$ cat src/rtl/blram_dma.sv
// Block-copy / fill engine acting as sole initiator on the blram single port.
// Copy alternates RD/WR cycles to absorb the RAM's registered read latency.
module blram_dma #(
   parameter int SIZE  = 6,
   parameter int DEPTH = 64,
   parameter int WIDTH = 10
) (
   input  logic             clk,
   input  logic             rst,
   input  logic             i_start,
   input  logic             i_mode,
   input  logic [SIZE-1:0]  i_src,
   input  logic [SIZE-1:0]  i_dst,
   input  logic [SIZE:0]    i_len,
   input  logic [WIDTH-1:0] i_fill,
   output logic             o_busy,
   output logic             o_done,
   output logic [SIZE:0]    o_count,
   output logic             o_ram_we,
   output logic [SIZE-1:0]  o_ram_addr,
   output logic [WIDTH-1:0] o_ram_data,
   input  logic [WIDTH-1:0] i_ram_data
);

   typedef enum logic [2:0] {
      IDLE,
      RD,
      WR,
      FILL,
      DONE
   } state_t;

   localparam logic [SIZE:0] DEPTH_L = (SIZE+1)'(DEPTH);

   state_t           state;
   state_t           state_n;
   logic [SIZE-1:0]  src_q;
   logic [SIZE-1:0]  dst_q;
   logic [SIZE:0]    len_q;
   logic [SIZE:0]    k_q;
   logic [SIZE:0]    count_q;
   logic [WIDTH-1:0] fill_q;

   logic [SIZE:0]    len_c;
   logic [SIZE:0]    k_inc;
   logic             last;

   assign len_c   = (i_len > DEPTH_L) ? DEPTH_L : i_len;
   assign k_inc   = k_q + 1'b1;
   assign last    = (k_inc == len_q);
   assign o_count = count_q;

   // The command mode is carried by the state itself (RD/WR vs FILL).
   always_comb begin
      state_n = state;
      case (state)
         IDLE: begin
            if (i_start) begin
               if (len_c == '0)
                  state_n = DONE;
               else if (i_mode)
                  state_n = FILL;
               else
                  state_n = RD;
            end
         end
         RD:      state_n = WR;
         WR:      state_n = last ? DONE : RD;
         FILL:    state_n = last ? DONE : FILL;
         DONE:    state_n = IDLE;
         default: state_n = IDLE;
      endcase
   end

   always_comb begin
      o_busy     = (state != IDLE);
      o_done     = (state == DONE);
      o_ram_we   = 1'b0;
      o_ram_addr = '0;
      o_ram_data = '0;
      case (state)
         RD: begin
            o_ram_addr = src_q + k_q[SIZE-1:0];
         end
         WR: begin
            o_ram_we   = 1'b1;
            o_ram_addr = dst_q + k_q[SIZE-1:0];
            o_ram_data = i_ram_data;
         end
         FILL: begin
            o_ram_we   = 1'b1;
            o_ram_addr = dst_q + k_q[SIZE-1:0];
            o_ram_data = fill_q;
         end
         default: ;
      endcase
   end

   always_ff @(posedge clk) begin
      if (!rst) begin
         state   <= IDLE;
         src_q   <= '0;
         dst_q   <= '0;
         len_q   <= '0;
         k_q     <= '0;
         count_q <= '0;
         fill_q  <= '0;
      end else begin
         state <= state_n;
         case (state)
            IDLE: begin
               if (i_start) begin
                  src_q   <= i_src;
                  dst_q   <= i_dst;
                  len_q   <= len_c;
                  fill_q  <= i_fill;
                  k_q     <= '0;
                  count_q <= '0;
               end
            end
            WR, FILL: begin
               k_q     <= k_inc;
               count_q <= count_q + 1'b1;
            end
            default: ;
         endcase
      end
   end

endmodule

$ cat config.mk
export PLATFORM = sky130hd
export DESIGN_NAME = blram_dma
export DESIGN_NICKNAME = d
export VERILOG_FILES = /design/src/rtl/blram_dma.sv
export SDC_FILE = /design/constraint.sdc
export NUM_CORES = 1
export LEC_CHECK = 0
export CORE_ASPECT_RATIO = 0.9
export CORE_MARGIN = 10
export CORE_UTILIZATION = 45
export CTS_BUF_LIST = sky130_fd_sc_hd__clkbuf_4 sky130_fd_sc_hd__clkbuf_8
export CTS_CLUSTER_DIAMETER = 60
export DETAILED_ROUTE_END_ITERATION = 8
export PLACE_DENSITY = 0.78
export SYNTH_ARGS = -nofsm -noshare
export SYNTH_HDL_FRONTEND = slang
export SYNTH_SLANG_ARGS = --single-unit
$ cat constraint.sdc
create_clock -name clk -period 2.72 [get_ports clk]
set_input_delay 0.544 -clock clk [delete_from_list [all_inputs] [get_ports clk]]
set_output_delay 0.544 -clock clk [all_outputs]
set_load 0.01 [all_outputs]
==> impl_metrics.ini <==
[outcome]
outcome = finished, final reports clean

[detailed_routing]
drtPass1Iterations = 4
finalWirelength_um = 6390
drt_iter0_markers = 108
routedWlPerCell_um = 13.9
drc_errors = 0
drtAntennaViolNets = 0
viasPerCell = 5.14
vias = 2356

[clock_tree]
clock_sinks = 46
clk_path_buf_depth = 2
cts_made_buffers = 5
cts_tree = built
holdBufCountCts = 0
clk_transition_reported_paths_ns = 0.09
clk_latency_ns = 0.30
clock-root-buffer = clkbuf_8
htree_levels = 2

[final_layout]
finalNetCount = 441
layout_commonest_cell = nand2_1
fin_util = 0.661
drive_gt1_frac = 0.118
fillers = 469
syn2layout_area_growth_pct = 41.1
diodes = 0
multi_input_area_um2 = 1500
mostFrequentLayoutCells = nand2_1 (80), clkdlybuf4s50_1 (63), dfxtp_1 (45)
seqCellArea_um2 = 922

[floorplan]
die_w_um = 98.2
die_y_um = 90.4
ios = 69
fp-row-count = 25
die-area_um2 = 8880
initial_core_util = 0.469
core_um2 = 5290

[logic_synthesis]
synth_edf_count = 0
async_reset_ff_frac = 0
synth_area_leaders = dfxtp_1 (37%), nand2_1 (12%), a21boi_0 (9.1%)
avgSynthCellArea_um2 = 7.84
synth_top_area_frac = 0.372
synthFlopType = dfxtp_1
ys_warn_count = 0
yosysTopAreaCell = dfxtp_1
synth.distinct_cells = 39
synthesis.nets = 367
seq_area_frac_synth = 0.372
synthCells = 316
yosys_register_bits = 46
syn_area_um2 = 2480

[critical_path]
arrival_ns = 2.13
worstPathRequired_ns = 2.18
path_class = register to output pin
critPathMaxFanout = 3
critPathLaunchType = register
end_kind = output pin

[power_and_ir_drop]
power_per_cell_area_nw_per_um2 = 532
peakVddDrop_v = 0.000347
p_leak_nw = 1.39

[sta]
hold_violations = 0
relSlewSlack = 0.444
worst_pin_slew_ns = 0.832
finClkSkew_ns = 0.00929
setup_viol = 0
worst_slack_ns = 0.0446
setup_tns_ns = 0
period_needed_ns = 2.68
post-route-period-util = 0.984
slew_violations = 0
max_freq_mhz = 374
rsz0062_at_grt = true

[global_routing]
grt_pass1_vias = 2428
grt_usage = 0.141
grt_overflow_total = 0
antenna_found_initial = 0
grt_max_degree = 25
grt_pass1_wl_um = 10900

[run]
drv_cap = 0

[min_path]
min_path_type = register to register

[placed_design]
place_ws_ns = -0.133
port_buffers = 68
dp_hpwl_um = 4940
gp_congestion = 0.877
-- power breakdown --
| group | total [mW] | leakage (nW) | internal (mW) | switching [mW] |
|---|---|---|---|---|
| clock network | 0.622 | 0.0714 | 0.392 | 0.230 |
| logic | 0.487 | 0.941 | 0.242 | 0.245 |
| registers | 0.751 | 0.376 | 0.720 | 0.0311 |
| total | 1.86 | 1.39 | 1.35 | 0.506 |
-- synthesized netlist by cell type (all sizes together) (3+ instances only) --
cell type	instances
nand2	82
dfxtp	46
a21boi	30
nor2	25
clkbuf	13
mux2i	11
xor2	11
xnor2	9
inv	8
a21oi	7
ha	7
o21ai	7
buf	6
nand3	6
nand3b	6
nor2b	6
nor3	5
and2	3
and3	3
nand4	3
-- logic make-up (layout without fill, tap and decap cells) --
| family | after synthesis | count (layout) | synth area share |
|---|---|---|---|
| DFF | 46 | 46 | 0.372 |
| and+or+nand+nor | 146 | 146 | 0.260 |
| adders and majority gates | 8 | 8 | 0.0434 |
| muxes | 11 | 11 | 0.0444 |
| AOI/OAI and AO/OA | 58 | 58 | 0.168 |
| buffers and inverters | 27 | 102 | 0.0424 |
| xor gates and xnor gates | 20 | 20 | 0.0707 |
-- metal layers --
layer	track usage	part of all wire	up-vias
met1	0.156	0.44	1075
li1	-	-	1198
met2	0.234	0.45	74
met4	0.0406	0.012	0
met5	0	0	-
met3	0.0666	0.093	9
-- state kept, by name, indices dropped and copies added, names as in the netlist --
register / count
fill_q: 10
state: 3
len_q: 7
k_q: 7
dst_q: 6
src_q: 6
o_count: 7
-- critical path: stages (launching register included) --
cell	delay, ns
dfxtp_2	0.33
nand2b_4	0.14
buf_6	0.11
nand2_2	0.05
nand2_2	0.07
ha_4	0.13
inv_2	0.04
fa_2	0.36
inv_2	0.05
a21o_1	0.11
a21oi_2	0.05
xor2_1	0.16
nor2_1	0.09
buf_2	0.13
-- worst paths after layout --
check	end	slack [ns]	cells past startpoint	from
min	dst_q[5]	0.47	2	dst_q[5]
max	o_ram_addr[4]	0.04	13	state[2]
min reg2reg	dst_q[5]	0.47	2	dst_q[5]
max reg2reg	state[1]	0.58	7	k_q[0]
-- timing repair --
action	4_1_cts	5_1_grt
endpoints found under the setup margin	5	5
setup buffers	0	1
pin swaps	0	9
resized for setup	20	14
-- area by class of cell --
cell class                      count  share of cell area
Clock buffer                        6              0.0236
Sequential cell                    46               0.264
Inverter                            8             0.00931
Multi-Input combinational cell    243               0.430
Tap cell                           67              0.0240
Timing Repair Buffer               86               0.232
Clock inverter                      2              0.0172
-- stage by stage --
step           power (mW)  hold WS, ns  instance area, um^2  instances
6_report             1.86        0.466                 3490        458
5_1_grt              1.97        0.482                 3490        458
4_1_cts              1.86        0.469                 3440        457
3_5_place_dp         1.24        0.456                 3310        449
3_3_place_gp         1.23        0.450                 3310        449
2_1_floorplan        1.03        0.443                 2480        316
Note: power is estimated with default switching activity, not from simulation.
